$ cat config.mk
export PLATFORM = sky130hd
export DESIGN_NAME = mem_port_arbiter_flat
export DESIGN_NICKNAME = d
export VERILOG_FILES = /design/src/rtl/mem_port_arbiter_if.sv /design/src/rtl/mem_port_arbiter.sv /design/src/flat_wrapper.sv
export SDC_FILE = /design/constraint.sdc
export NUM_CORES = 1
export LEC_CHECK = 0
export BUFFER_PORTS_ARGS = -buffer_cell sky130_fd_sc_hd__buf_2
export CAP_MARGIN = 5
export CORE_AREA = 2 2 109 111
export DETAILED_ROUTE_END_ITERATION = 10
export DIE_AREA = 0 0 111 113
export PLACE_DENSITY = 0.73
export SKIP_LAST_GASP = 1
export SLEW_MARGIN = 20
export SYNTH_ARGS = -nofsm -noshare
export SYNTH_HDL_FRONTEND = slang
export SYNTH_SLANG_ARGS = --single-unit
export TNS_END_PERCENT = 5
$ cat constraint.sdc
create_clock -name clk -period 1.72 [get_ports clk]
set_clock_uncertainty 0.15 [all_clocks]
set_input_delay 0.258 -clock clk [delete_from_list [all_inputs] [get_ports clk]]
set_output_delay 0.258 -clock clk [all_outputs]
set_load 0.005 [all_outputs]
$ cat src/rtl/mem_port_arbiter_if.sv
// Bundle of the fetch, load/store and memory-side handshake signals shared by
// the data-memory port arbiter and its clients.
interface mem_port_arbiter_if #(
  parameter int xlen = 32
);
  logic            f_req_v;
  logic [xlen-1:0] f_adr;
  logic            f_flush;
  logic            f_gnt;
  logic            f_rsp_v;
  logic [xlen-1:0] f_rsp_data;

  logic            l_req_v;
  logic            l_we;
  logic [xlen-1:0] l_adr;
  logic [xlen-1:0] l_wdata;
  logic [3:0]      l_strobe;
  logic            l_gnt;
  logic            l_rsp_v;
  logic [xlen-1:0] l_rsp_data;

  logic            mem_r_v;
  logic            mem_w_v;
  logic [xlen-1:0] mem_adr;
  logic [xlen-1:0] mem_wdata;
  logic [3:0]      mem_strobe;
  logic            mem_hit;
  logic [xlen-1:0] mem_rdata;

  // Arbiter side: owns grants, responses and the memory request.
  modport master (
    input  f_req_v, f_adr, f_flush,
    input  l_req_v, l_we, l_adr, l_wdata, l_strobe,
    input  mem_hit, mem_rdata,
    output f_gnt, f_rsp_v, f_rsp_data,
    output l_gnt, l_rsp_v, l_rsp_data,
    output mem_r_v, mem_w_v, mem_adr, mem_wdata, mem_strobe
  );

  // Client/memory side.
  modport slave (
    output f_req_v, f_adr, f_flush,
    output l_req_v, l_we, l_adr, l_wdata, l_strobe,
    output mem_hit, mem_rdata,
    input  f_gnt, f_rsp_v, f_rsp_data,
    input  l_gnt, l_rsp_v, l_rsp_data,
    input  mem_r_v, mem_w_v, mem_adr, mem_wdata, mem_strobe
  );
endinterface

$ cat src/rtl/mem_port_arbiter.sv
// Shares one data-memory port between instruction fetch (F) and the LSU (L).
// L has priority; a consecutive-grant counter bounds how long F can starve.
module mem_port_arbiter #(
  parameter int xlen       = 32,
  parameter int MAX_CONSEC = 4
) (
  input  logic                clk,
  input  logic                rst,
  mem_port_arbiter_if.master  bus
);
  typedef enum logic {IDLE, BUSY} state_t;

  localparam int CW = $clog2(MAX_CONSEC + 1);

  state_t          state_reg;
  logic            owner_l_reg;
  logic [CW-1:0]   consec_reg;
  logic            cancel_reg;
  logic            we_reg;
  logic [xlen-1:0] adr_reg;
  logic [xlen-1:0] wdata_reg;
  logic [3:0]      strobe_reg;
  logic            mem_r_v_reg;
  logic            mem_w_v_reg;

  logic idle_now;
  logic hit_now;
  logic f_win;
  logic l_win;
  logic f_rsp_v_w;
  logic l_rsp_v_w;

  always_comb begin
    idle_now  = (state_reg == IDLE) && !rst;
    hit_now   = (state_reg == BUSY) && !rst && bus.mem_hit;
    // A flush cycle never grants F; once L has won MAX_CONSEC times in a row, F goes first.
    f_win     = idle_now && bus.f_req_v && !bus.f_flush &&
                (!bus.l_req_v || (consec_reg == CW'(MAX_CONSEC)));
    l_win     = idle_now && bus.l_req_v && !f_win;
    f_rsp_v_w = hit_now && !owner_l_reg && !cancel_reg && !bus.f_flush;
    l_rsp_v_w = hit_now && owner_l_reg;
  end

  assign bus.f_gnt      = f_win;
  assign bus.l_gnt      = l_win;
  assign bus.f_rsp_v    = f_rsp_v_w;
  assign bus.f_rsp_data = f_rsp_v_w ? bus.mem_rdata : '0;
  assign bus.l_rsp_v    = l_rsp_v_w;
  assign bus.l_rsp_data = (l_rsp_v_w && !we_reg) ? bus.mem_rdata : '0;
  assign bus.mem_r_v    = mem_r_v_reg;
  assign bus.mem_w_v    = mem_w_v_reg;
  assign bus.mem_adr    = adr_reg;
  assign bus.mem_wdata  = wdata_reg;
  assign bus.mem_strobe = strobe_reg;

  always_ff @(posedge clk) begin
    if (rst) begin
      state_reg   <= IDLE;
      owner_l_reg <= 1'b0;
      consec_reg  <= '0;
      cancel_reg  <= 1'b0;
      we_reg      <= 1'b0;
      adr_reg     <= '0;
      wdata_reg   <= '0;
      strobe_reg  <= '0;
      mem_r_v_reg <= 1'b0;
      mem_w_v_reg <= 1'b0;
    end else begin
      if (!bus.f_req_v || f_win) begin
        consec_reg <= '0;
      end else if (l_win && (consec_reg != CW'(MAX_CONSEC))) begin
        consec_reg <= consec_reg + 1'b1;
      end

      case (state_reg)
        IDLE: begin
          if (l_win) begin
            state_reg   <= BUSY;
            owner_l_reg <= 1'b1;
            we_reg      <= bus.l_we;
            adr_reg     <= bus.l_adr;
            wdata_reg   <= bus.l_wdata;
            strobe_reg  <= bus.l_strobe;
            mem_r_v_reg <= !bus.l_we;
            mem_w_v_reg <= bus.l_we;
          end else if (f_win) begin
            // Fetches are full-word reads with no write payload.
            state_reg   <= BUSY;
            owner_l_reg <= 1'b0;
            we_reg      <= 1'b0;
            adr_reg     <= bus.f_adr;
            wdata_reg   <= '0;
            strobe_reg  <= 4'hF;
            mem_r_v_reg <= 1'b1;
            mem_w_v_reg <= 1'b0;
          end
        end
        BUSY: begin
          if (bus.mem_hit) begin
            state_reg   <= IDLE;
            cancel_reg  <= 1'b0;
            mem_r_v_reg <= 1'b0;
            mem_w_v_reg <= 1'b0;
          end else if (bus.f_flush && !owner_l_reg) begin
            cancel_reg <= 1'b1;
          end
        end
        default: state_reg <= IDLE;
      endcase
    end
  end
endmodule

$ cat src/flat_wrapper.sv
// flat-port wrapper written by rule: the top's interface ports become plain ports
module mem_port_arbiter_flat 
#(
  parameter int xlen       = 32,
  parameter int MAX_CONSEC = 4
)
  (clk, rst, bus_f_req_v, bus_f_adr, bus_f_flush, bus_l_req_v, bus_l_we, bus_l_adr, bus_l_wdata, bus_l_strobe, bus_mem_hit, bus_mem_rdata, bus_f_gnt, bus_f_rsp_v, bus_f_rsp_data, bus_l_gnt, bus_l_rsp_v, bus_l_rsp_data, bus_mem_r_v, bus_mem_w_v, bus_mem_adr, bus_mem_wdata, bus_mem_strobe);
  mem_port_arbiter_if #(.xlen(xlen)) bus_i ();
  input  logic clk;
  input  logic rst;
  input wire logic [$bits(bus_i.f_req_v)-1:0] bus_f_req_v;
  input wire logic [$bits(bus_i.f_adr)-1:0] bus_f_adr;
  input wire logic [$bits(bus_i.f_flush)-1:0] bus_f_flush;
  input wire logic [$bits(bus_i.l_req_v)-1:0] bus_l_req_v;
  input wire logic [$bits(bus_i.l_we)-1:0] bus_l_we;
  input wire logic [$bits(bus_i.l_adr)-1:0] bus_l_adr;
  input wire logic [$bits(bus_i.l_wdata)-1:0] bus_l_wdata;
  input wire logic [$bits(bus_i.l_strobe)-1:0] bus_l_strobe;
  input wire logic [$bits(bus_i.mem_hit)-1:0] bus_mem_hit;
  input wire logic [$bits(bus_i.mem_rdata)-1:0] bus_mem_rdata;
  output wire logic [$bits(bus_i.f_gnt)-1:0] bus_f_gnt;
  output wire logic [$bits(bus_i.f_rsp_v)-1:0] bus_f_rsp_v;
  output wire logic [$bits(bus_i.f_rsp_data)-1:0] bus_f_rsp_data;
  output wire logic [$bits(bus_i.l_gnt)-1:0] bus_l_gnt;
  output wire logic [$bits(bus_i.l_rsp_v)-1:0] bus_l_rsp_v;
  output wire logic [$bits(bus_i.l_rsp_data)-1:0] bus_l_rsp_data;
  output wire logic [$bits(bus_i.mem_r_v)-1:0] bus_mem_r_v;
  output wire logic [$bits(bus_i.mem_w_v)-1:0] bus_mem_w_v;
  output wire logic [$bits(bus_i.mem_adr)-1:0] bus_mem_adr;
  output wire logic [$bits(bus_i.mem_wdata)-1:0] bus_mem_wdata;
  output wire logic [$bits(bus_i.mem_strobe)-1:0] bus_mem_strobe;
  assign bus_i.f_req_v = bus_f_req_v;
  assign bus_i.f_adr = bus_f_adr;
  assign bus_i.f_flush = bus_f_flush;
  assign bus_i.l_req_v = bus_l_req_v;
  assign bus_i.l_we = bus_l_we;
  assign bus_i.l_adr = bus_l_adr;
  assign bus_i.l_wdata = bus_l_wdata;
  assign bus_i.l_strobe = bus_l_strobe;
  assign bus_i.mem_hit = bus_mem_hit;
  assign bus_i.mem_rdata = bus_mem_rdata;
  assign bus_f_gnt = bus_i.f_gnt;
  assign bus_f_rsp_v = bus_i.f_rsp_v;
  assign bus_f_rsp_data = bus_i.f_rsp_data;
  assign bus_l_gnt = bus_i.l_gnt;
  assign bus_l_rsp_v = bus_i.l_rsp_v;
  assign bus_l_rsp_data = bus_i.l_rsp_data;
  assign bus_mem_r_v = bus_i.mem_r_v;
  assign bus_mem_w_v = bus_i.mem_w_v;
  assign bus_mem_adr = bus_i.mem_adr;
  assign bus_mem_wdata = bus_i.mem_wdata;
  assign bus_mem_strobe = bus_i.mem_strobe;
  mem_port_arbiter #(.xlen(xlen), .MAX_CONSEC(MAX_CONSEC)) u_core (.clk(clk), .rst(rst), .bus(bus_i));
endmodule
==> results.json, run 1 <==
{
  "cts_buffer_depth": 2,
  "crit_chain": "or4_4 -> nor2_4 -> clkbuf_16 -> and2_1 -> buf_2",
  "wirelength_mm": 11.4,
  "grt_max_degree": 43,
  "area_growth_pct": 63.2,
  "path_delay_family": "simple AND/OR/NAND/NOR gates",
  "path_buf_inv": 2,
  "grt_pass1_vias": 3575,
  "drv_slew": 0,
  "path_max_fanout": 16,
  "grt_pass1_wl_mm": 17.5,
  "synthCells": 362,
  "port-buffer-count": 276,
  "rsz0062_at_grt": "true",
  "clockRootBuffer": "clkbuf_16",
  "critPathLaunchType": "register",
  "viasPerCell": 4.80,
  "crit_arrival_ns": 1.78,
  "max_cap_violations": 0,
  "synth_top_area_share_pct": 47.4,
  "die_w_um": 111,
  "worstMarginPinSlew_ns": 0.450,
  "max_freq_mhz": 458,
  "min_path_type": "in2reg",
  "finalWeightedCongestion": 0.779,
  "clkTransAtPathRegs_ns": 0.06,
  "io_pins": 277,
  "num_vias": 3792,
  "fin_crit_ns": 2.18,
  "yosys_register_bits": 77,
  "outcome": "finished, violations left",
  "power_density_nw_per_um2": 877,
  "final_cells": 790,
  "die_area_um2": 12500,
  "cts_buffers": 9,
  "gr-total-overflow": 0,
  "placed_cells": 770,
  "grt_usage_pct": 17.3,
  "coreArea_um2": 11300,
  "ys.flop_type": "dfxtp_1",
  "max_stage_delay_ns": 0.54,
  "post_cts_buffers": 0,
  "synth-edff-count": 0,
  "synth_largest_area_cell": "dfxtp_1",
  "path_class": "reg2out",
  "synthTopCellsByArea": "dfxtp_1 (47%), and2_1 (12%), a222oi_1 (8.3%), nor2_1 (8.0%), a22oi_1 (7.4%)",
  "failed_checks": "setup timing",
  "ys_seq_area_share_pct": 47.4,
  "worstPathRequired_ns": 1.31,
  "setup_violations": 75,
  "pre_cts_slack_ns": -0.123,
  "dieHeight_um": 113,
  "syn_area_um2": 3250,
  "firstDrtPassIters": 5,
  "synthesis.nets": 503,
  "post_drt_wl_per_cell_um": 14.4,
  "layout_worst_path_cycle_share_pct": 127,
  "syn_avg_cell_area_um2": 8.98,
  "nets": 782,
  "start_util_pct": 28.8,
  "yosys-top-cells-count": "dfxtp_1 (77), nor2_1 (69), and2_1 (64), a22oi_1 (32), a222oi_1 (27)",
  "hpwl_mm": 8.60,
  "postRouteAntennaNets": 0,
  "cts_sinks": 77,
  "ir_drop_mv": 0.511,
  "num_rows": 39,
  "p_leak_nw": 2.78,
  "antenna_found_initial": 1,
  "placed_area_um2": 4920,
  "endpoint_kind": "primary output",
  "yosysWarningCount": 0,
  "drive_gt1_share_pct": 50.5,
  "final_util_pct": 47.1,
  "cts_tree": "done",
  "clock_latency_ns": 0.33,
  "drt_iter0_drc": 280,
  "h-tree-depth": 3,
  "worst_slack_ns": -0.464,
  "synth_cell_type_count": 34,
  "final_cell_area_um2": 5310,
  "hold_slack_ns": 0.0191,
  "slew_headroom_pct": 70.0,
  "hold_violations": 0,
  "critPathSlowestCell": "or4_4",
  "yosysMostFrequentCell": "dfxtp_1",
  "drc_errors": 0,
  "synth-async-reset-ratio_pct": 0
}
[per-layer routing]
layer | share of wire, % | GRT usage (%) | routed length, µm | vias up
met5 | 0 | 0 | 0 | -
met4 | 3.6 | 9.33 | 408 | 0
met3 | 8.1 | 4.18 | 930 | 26
met2 | 51 | 30.8 | 5800 | 197
met1 | 37 | 18.9 | 4280 | 1725
li1 | - | - | - | 1844
[timing repair]
action / 4_1_cts / 5_1_grt
hold endpoints to repair: 3 / 0
endpoints found under the setup margin: 84 / 100
hold buffers: 2 / 0
resized for setup: 0 / 2
gates cloned: 0 / 1
[worst register-to-register path: stages (launching register included)]
cell	delay (ns)
dfxtp_2	0.33
inv_1	0.05
ha_2	0.18
a21boi_2	0.13
and3b_1	0.22
buf_12	0.17
a222oi_1	0.33
nor2_1	0.07
[layout make-up]
class | instances | area, µm²
Sequential cell | 77 | 1540
Inverter | 4 | 15.0
Antenna cell | 1 | 2.50
Multi-Input combinational cell | 247 | 1540
Fill cell | 1097 | 5970
Clock inverter | 5 | 83.8
Tap cell | 143 | 179
Clock buffer | 11 | 243
Timing Repair Buffer | 302 | 1700
[path summary, 6_finish.rpt]
path	from	to	slack [ns]	depth (start not counted)
min	bus_f_adr[7]	u_core.bus.mem_adr[7]$_SDFFE_PP0P_	0.02	3
min reg2reg	u_core.we_reg$_SDFFE_PP0P_	u_core.we_reg$_SDFFE_PP0P_	0.33	2
max	u_core.owner_l_reg$_SDFFE_PP0P_	bus_f_rsp_data[23]	-0.46	5
max reg2reg	u_core.consec_reg[1]$_SDFFE_PP0P_	u_core.bus.mem_adr[1]$_SDFFE_PP0P_	-0.03	7
[cell usage in the layout, fill, tap and decap left out, types with 2 or more instances in the layout]
cell / n
and2_1: 64
a21oi_1: 7
a222oi_1: 27
nand2b_1: 2
nand3_1: 3
nor2_1: 69
inv_2: 2
o22ai_1: 4
inv_1: 2
dlygate4sd3_1: 2
clkinvlp_4: 2
buf_4: 15
dfxtp_2: 2
a211oi_1: 7
a22oi_1: 32
clkbuf_16: 10
buf_12: 8
nor3_1: 4
bufinv_16: 2
nand2_1: 10
dfxtp_1: 75
buf_2: 276
[cells by family (layout without fill, tap and decap cells)]
group	count (synthesis)	after routing	synth area share, %
AND/OR/NAND/NOR	159	159	24.5
AO/OA/AOI/OAI	83	83	20.5
flip-flops	77	77	47.4
buffers and inverters	38	322	5.93
adder cells (fa/ha/maj)	2	2	0.769
XOR/XNOR	2	2	0.539
multiplexers	1	1	0.308
other	0	1	0
[metrics by stage]
stage          power, mW  TNS (ns)
5_1_grt             4.87    -31.73
3_5_place_dp        2.63     -3.85
2_1_floorplan       2.24         0
6_report            4.65    -22.77
4_1_cts             4.70    -22.67
3_3_place_gp        2.62     -2.45
[power by group]
group	internal [mW]	switching [mW]	total, mW
clock network	1.31	0.737	2.05
logic	0.355	0.321	0.676
registers	1.88	0.0476	1.93
Note: power is estimated with default switching activity, not from simulation.
==> run 2, diff against run 1 <==
--- a/config.mk
+++ b/config.mk
@@ -11,6 +11,7 @@
 export DETAILED_ROUTE_END_ITERATION = 10
 export DIE_AREA = 0 0 111 113
 export PLACE_DENSITY = 0.73
+export RECOVER_POWER = 100
 export SKIP_LAST_GASP = 1
 export SLEW_MARGIN = 20
 export SYNTH_ARGS = -nofsm -noshare
==> run 2 against run 1 <==
Compared with the run above:
- the flow still finishes with violations (setup timing)
- global-route usage did not move
- core utilization is 0.61 points lower
- total power is 0.35% lower
- sequential share of layout area up 0.36 points
- first-iteration DRC count is 0.36% higher
- die area did not move
- clock power hardly changed
- cell count stayed put
- non-clock buffer count is the same
- worst setup slack hardly changed
- maximum frequency is essentially flat
==> results.json, run 2 (synthesis results as in run 1) <==
{
  "outcome": "finished, violations left",
  "failed_checks": "setup timing",
  "max_freq_mhz": 458,
  "ir_drop_mv": 0.511,
  "grt_pass1_wl_mm": 17.5,
  "clkTransAtPathRegs_ns": 0.06,
  "multi_input_area_um2": 1530,
  "post_cts_buffers": 0,
  "worst_slack_ns": -0.464,
  "layout_worst_path_cycle_share_pct": 127,
  "h-tree-depth": 3,
  "viasPerCell": 4.80,
  "path_class": "reg2out",
  "critPathLaunchType": "register",
  "cts_buffers": 9,
  "num_rows": 39,
  "worstMarginPinSlew_ns": 0.441,
  "drt_iter0_drc": 281,
  "antenna_found_initial": 1,
  "fin_crit_ns": 2.18,
  "die_area_um2": 12500,
  "nets": 782,
  "drive_gt1_share_pct": 44.3,
  "postRouteAntennaNets": 0,
  "finalWeightedCongestion": 0.779,
  "hpwl_mm": 8.60,
  "drv_slew": 0,
  "power_density_nw_per_um2": 885,
  "crit_arrival_ns": 1.78,
  "slew_headroom_pct": 70.6,
  "start_util_pct": 28.8,
  "clockRootBuffer": "clkbuf_16",
  "num_vias": 3795,
  "cts_tree": "done",
  "die_w_um": 111,
  "min_path_type": "in2reg",
  "rsz0062_at_grt": "true",
  "max_cap_violations": 0,
  "hold_slack_ns": 0.0190,
  "grt_usage_pct": 17.3,
  "clock_latency_ns": 0.33,
  "grt_max_degree": 43,
  "final_cell_mix": "buf_2 (240), dfxtp_1 (76), nor2_1 (69)",
  "setup_violations": 98,
  "seqCellArea_um2": 1540,
  "fin_total_pwr_mw": 4.64,
  "path_max_fanout": 16,
  "post_drt_wl_per_cell_um": 14.5,
  "wirelength_mm": 11.5,
  "port-buffer-count": 276,
  "io_pins": 277,
  "endpoint_kind": "primary output",
  "hold_violations": 0,
  "gr-total-overflow": 0,
  "area_growth_pct": 61.1,
  "p_leak_nw": 2.63,
  "dieHeight_um": 113,
  "firstDrtPassIters": 9,
  "cts_sinks": 77,
  "pre_cts_slack_ns": -0.123,
  "coreArea_um2": 11300,
  "layout_commonest_cell": "buf_2",
  "grt_pass1_vias": 3575,
  "placed_area_um2": 4920,
  "worstPathRequired_ns": 1.31,
  "drc_errors": 0,
  "cts_buffer_depth": 2,
  "fill_cells": 1115,
  "final_cell_area_um2": 5240
}
==> run 2: final timing paths <==
kind	startpoint	to	slack, ns	cells past startpoint
worst max-delay path	u_core.owner_l_reg$_SDFFE_PP0P_	bus_f_rsp_data[23]	-0.46	5
worst min-delay path	bus_f_adr[7]	u_core.bus.mem_adr[7]$_SDFFE_PP0P_	0.02	3
worst max register to register	u_core.consec_reg[0]$_SDFFE_PP0P_	u_core.bus.mem_adr[1]$_SDFFE_PP0P_	-0.11	7
worst min register to register	u_core.we_reg$_SDFFE_PP0P_	u_core.we_reg$_SDFFE_PP0P_	0.33	2
==> run 2: layer usage <==
layer  up-vias  global-route usage [%]  share of wire, %
met1      1714                    18.9                37
met2       210                    30.8                51
met4         0                    9.33               3.6
met3        26                    4.18               8.4
li1       1845                       -                 -
met5         -                       0                 0
==> run 2: layout make-up <==
type | instances | share of cell area (%)
diodes | 1 | 0.0478
well taps | 143 | 3.42
flip-flops and latches | 77 | 29.5
repair buffers | 302 | 31.3
clock inverters | 5 | 1.60
clock buffers | 11 | 4.63
multi-input cells | 247 | 29.3
inverters | 4 | 0.287
==> run 2: worst max-delay path: stages, from the launching register on <==
cell	delay [ns]
dfxtp_1	0.31
or4_4	0.54
nor2_4	0.18
clkbuf_16	0.19
and2_1	0.12
buf_2	0.10
==> run 2: what timing repair did <==
| action | in CTS | in global routing |
|---|---|---|
| hold buffers | 2 | 0 |
| endpoints found under the setup margin | 84 | 100 |
| resized for setup | 0 | 2 |
| hold endpoints to repair | 3 | 0 |
| cloned | 0 | 1 |
==> run 2: power by group <==
part | total [mW] | switching [mW] | internal (mW)
clock network | 2.05 | 0.737 | 1.31
registers | 1.93 | 0.0489 | 1.88
logic | 0.658 | 0.320 | 0.338
==> run 2: through the flow <==
| stage | std cells | setup TNS, ns | utilization (%) |
|---|---|---|---|
| after floorplan | 362 | 0 | - |
| after global placement | 770 | -2.45 | 43.7 |
| after detailed placement | 770 | -3.85 | 43.7 |
| after CTS | 788 | -22.67 | 46.8 |
| after global routing | 790 | -36.00 | 46.5 |
| final | 790 | -25.00 | 46.5 |
==> run 3, diff against run 2 <==
--- a/config.mk
+++ b/config.mk
@@ -5,12 +5,13 @@
 export SDC_FILE = /design/constraint.sdc
 export NUM_CORES = 1
 export LEC_CHECK = 0
+export ABC_AREA = 1
 export BUFFER_PORTS_ARGS = -buffer_cell sky130_fd_sc_hd__buf_2
 export CAP_MARGIN = 5
-export CORE_AREA = 2 2 109 111
+export CORE_MARGIN = 1.5
+export CORE_UTILIZATION = 35
 export DETAILED_ROUTE_END_ITERATION = 10
-export DIE_AREA = 0 0 111 113
-export PLACE_DENSITY = 0.73
+export PLACE_DENSITY = 0.81
 export RECOVER_POWER = 100
 export SKIP_LAST_GASP = 1
 export SLEW_MARGIN = 20
==> constraint.sdc (replaced) <==
create_clock -name clk -period 1.8 [get_ports clk]
set_clock_uncertainty 0.15 [all_clocks]
set_input_delay 0.27 -clock clk [delete_from_list [all_inputs] [get_ports clk]]
set_output_delay 0.27 -clock clk [all_outputs]
set_load 0.005 [all_outputs]
==> run 3 against run 2 <==
Compared with the run above:
- highest routed layer unchanged
- clock power down 30%
- critical path depth up 3
- count of clock-buffer cells in the layout down 2
- core utilization up 9.0 points
- cell count up 30%
- sequential share of layout area down 3.6 points
- area after synthesis up 18%
- first-iteration DRC count down 17%
- synthesized cell count up 65%
- flip-flop and latch count unchanged
- the flow still finishes with violations (setup timing)
- wire length up 25%
- total power down 12%
==> results.json, run 3 <==
{
  "io_pins": 277,
  "p_leak_nw": 3.49,
  "hpwl_mm": 9.98,
  "grt_pass1_wl_mm": 21.2,
  "worstMarginPinSlew_ns": 0.395,
  "gr-total-overflow": 0,
  "num_vias": 4910,
  "grt_max_degree": 43,
  "synth-async-reset-ratio_pct": 0,
  "hold_violations": 0,
  "placed_area_um2": 5480,
  "drc_errors": 0,
  "endpoint_kind": "primary output",
  "critPathSlowestCell": "dfxtp_4",
  "cts_tree": "done",
  "power_density_nw_per_um2": 680,
  "path_buf_inv": 5,
  "cts_buffers": 9,
  "grt_pass1_vias": 4255,
  "die_w_um": 108,
  "final_cell_mix": "buf_2 (274), nor2_1 (152), nand3_1 (122)",
  "ir_drop_mv": 0.488,
  "post_drt_wl_per_cell_um": 14.0,
  "min_path_type": "in2reg",
  "synth-edff-count": 0,
  "ys_seq_area_share_pct": 40.1,
  "syn_area_um2": 3850,
  "firstDrtPassIters": 5,
  "path_max_fanout": 3,
  "grt_usage_pct": 23.5,
  "crit_chain": "buf_6 -> inv_2 -> nand2_2 -> nor2_4 -> nand2_4 -> buf_12 -> inv_4 -> buf_6",
  "rsz0062_at_grt": "true",
  "path_class": "reg2out",
  "fin_crit_ns": 1.87,
  "yosysWarningCount": 0,
  "coreArea_um2": 10800,
  "cp_common_cell": "buf_6",
  "clockRootBuffer": "clkbuf_8",
  "clock_latency_ns": 0.35,
  "start_util_pct": 35.7,
  "yosysMostFrequentCell": "nor2_1",
  "cts_buffer_depth": 2,
  "final_cell_area_um2": 5990,
  "pre_cts_slack_ns": 0.0726,
  "synthesis.nets": 737,
  "max_stage_delay_ns": 0.36,
  "num_rows": 38,
  "synthCells": 596,
  "critPathLaunchType": "register",
  "synth_largest_area_cell": "dfxtp_1",
  "syn_avg_cell_area_um2": 6.46,
  "h-tree-depth": 3,
  "die_area_um2": 11600,
  "synthTopCellsByArea": "dfxtp_1 (40%), nand3_1 (16%), nor2_1 (15%), inv_1 (7.1%), a21oi_1 (5.3%)",
  "area_growth_pct": 55.6,
  "synth_cell_type_count": 25,
  "layout_worst_path_cycle_share_pct": 104,
  "drv_slew": 0,
  "layout_commonest_cell": "buf_2",
  "max_freq_mhz": 535,
  "wirelength_mm": 14.4,
  "path_delay_family": "buffers and inverters",
  "slew_headroom_pct": 73.7,
  "failed_checks": "setup timing",
  "outcome": "finished, violations left",
  "yosys-top-cells-count": "nor2_1 (158), nand3_1 (122), dfxtp_1 (77), inv_1 (73), nand2_1 (45)",
  "crit_arrival_ns": 1.45,
  "drt_iter0_drc": 234,
  "nets": 1021,
  "dieHeight_um": 108,
  "clkTransAtPathRegs_ns": 0.08,
  "postRouteAntennaNets": 0,
  "finalWeightedCongestion": 0.817,
  "fin_total_pwr_mw": 4.07,
  "port-buffer-count": 276,
  "worst_slack_ns": -0.0679,
  "yosys_register_bits": 77,
  "max_cap_violations": 0,
  "synth_top_area_share_pct": 40.1,
  "viasPerCell": 4.78,
  "ys.flop_type": "dfxtp_1",
  "worstPathRequired_ns": 1.38,
  "cts_sinks": 77,
  "setup_violations": 37,
  "drive_gt1_share_pct": 40.1,
  "antenna_found_initial": 3
}
==> run 3: cell types whose count changed after synthesis, moves of 7 or more <==
| cell | previous run | this run |
|---|---|---|
| a211oi_1 | 7 | 0 |
| buf_1 | 0 | 9 |
| inv_1 | 3 | 73 |
| nand2_1 | 10 | 45 |
| and2_1 | 64 | 0 |
| nor2_1 | 69 | 158 |
| a21oi_1 | 7 | 41 |
| a22oi_1 | 32 | 0 |
| nand3_1 | 3 | 122 |
| o21ai_0 | 1 | 15 |
| a222oi_1 | 27 | 0 |
==> run 3: logic make-up after synthesis <==
| kind of cell | after synthesis | synth area share [%] |
|---|---|---|
| AND/OR/NAND/NOR | 337 | 38.2 |
| buffers and inverters | 119 | 13.0 |
| flip-flops | 77 | 40.1 |
| AO/OA/AOI/OAI | 59 | 7.70 |
| XOR/XNOR | 2 | 0.455 |
| adder cells (fa/ha/maj) | 2 | 0.650 |
==> run 3: worst min-delay path, delay by kind of cell <==
family          cells  cell delay (ns)
compound gates      1             0.05
buf+inv             1             0.09
simple gates        1             0.06
==> run 3: worst paths after layout <==
check / endpoint / start / slack [ns] / cells past startpoint
worst min-delay path: u_core.bus.mem_wdata[29]$_SDFFE_PP0P_ / bus_l_wdata[29] / 0.02 / 3
worst min register to register: u_core.bus.mem_wdata[7]$_SDFFE_PP0P_ / u_core.bus.mem_wdata[7]$_SDFFE_PP0P_ / 0.33 / 2
worst max register to register: u_core.consec_reg[1]$_SDFFE_PP0P_ / u_core.state_reg$_SDFF_PP0_ / 0.01 / 9
worst max-delay path: bus_l_gnt / u_core.state_reg$_SDFF_PP0_ / -0.07 / 8
==> run 3: power breakdown <==
part	switching [mW]	internal [mW]	total [mW]
Clock	0.663	0.773	1.44
Combinational	0.423	0.366	0.789
Sequential	0.0501	1.80	1.85
Total	1.14	2.94	4.07
==> run 3: final cells by class <==
class | instances | area [µm²]
antenna | 3 | 7.51
clock buffer | 9 | 124
clock inverter | 7 | 90.1
fill | 1090 | 4800
inverter | 76 | 290
multi-input combinational | 400 | 1880
sequential | 77 | 1550
tap | 140 | 175
timing repair buffer | 316 | 1870
==> run 3: metrics by stage <==
stage | setup TNS, ns | util, % | hold slack, ns | instances
6_report | -1.48 | 55.5 | 0.0242 | 1028
5_1_grt | -6.71 | 55.5 | 0.0111 | 1028
4_1_cts | -1.73 | 54.7 | 0.00582 | 1020
3_5_place_dp | 0 | 50.7 | 0.322 | 990
3_3_place_gp | 0 | 50.7 | 0.315 | 990
2_1_floorplan | 0 | - | 0.255 | 596
==> run 3: repair_timing <==
item                       CTS  global route
setup buffers                6             5
gates resized for setup     23            12
gates cloned                 2             0
pin swaps                    7             4
setup endpoints to repair   67            90
hold buffers                 6             0
hold endpoints to repair     6             0
==> run 3: metal layers <==
layer  track usage (%)  routed length, µm  part of all wire, %
met5                 0                  0                    0
met4              11.3                341                  2.4
met3              5.63               1110                  7.7
met2              42.4               7380                   51
met1              25.8               5520                   38
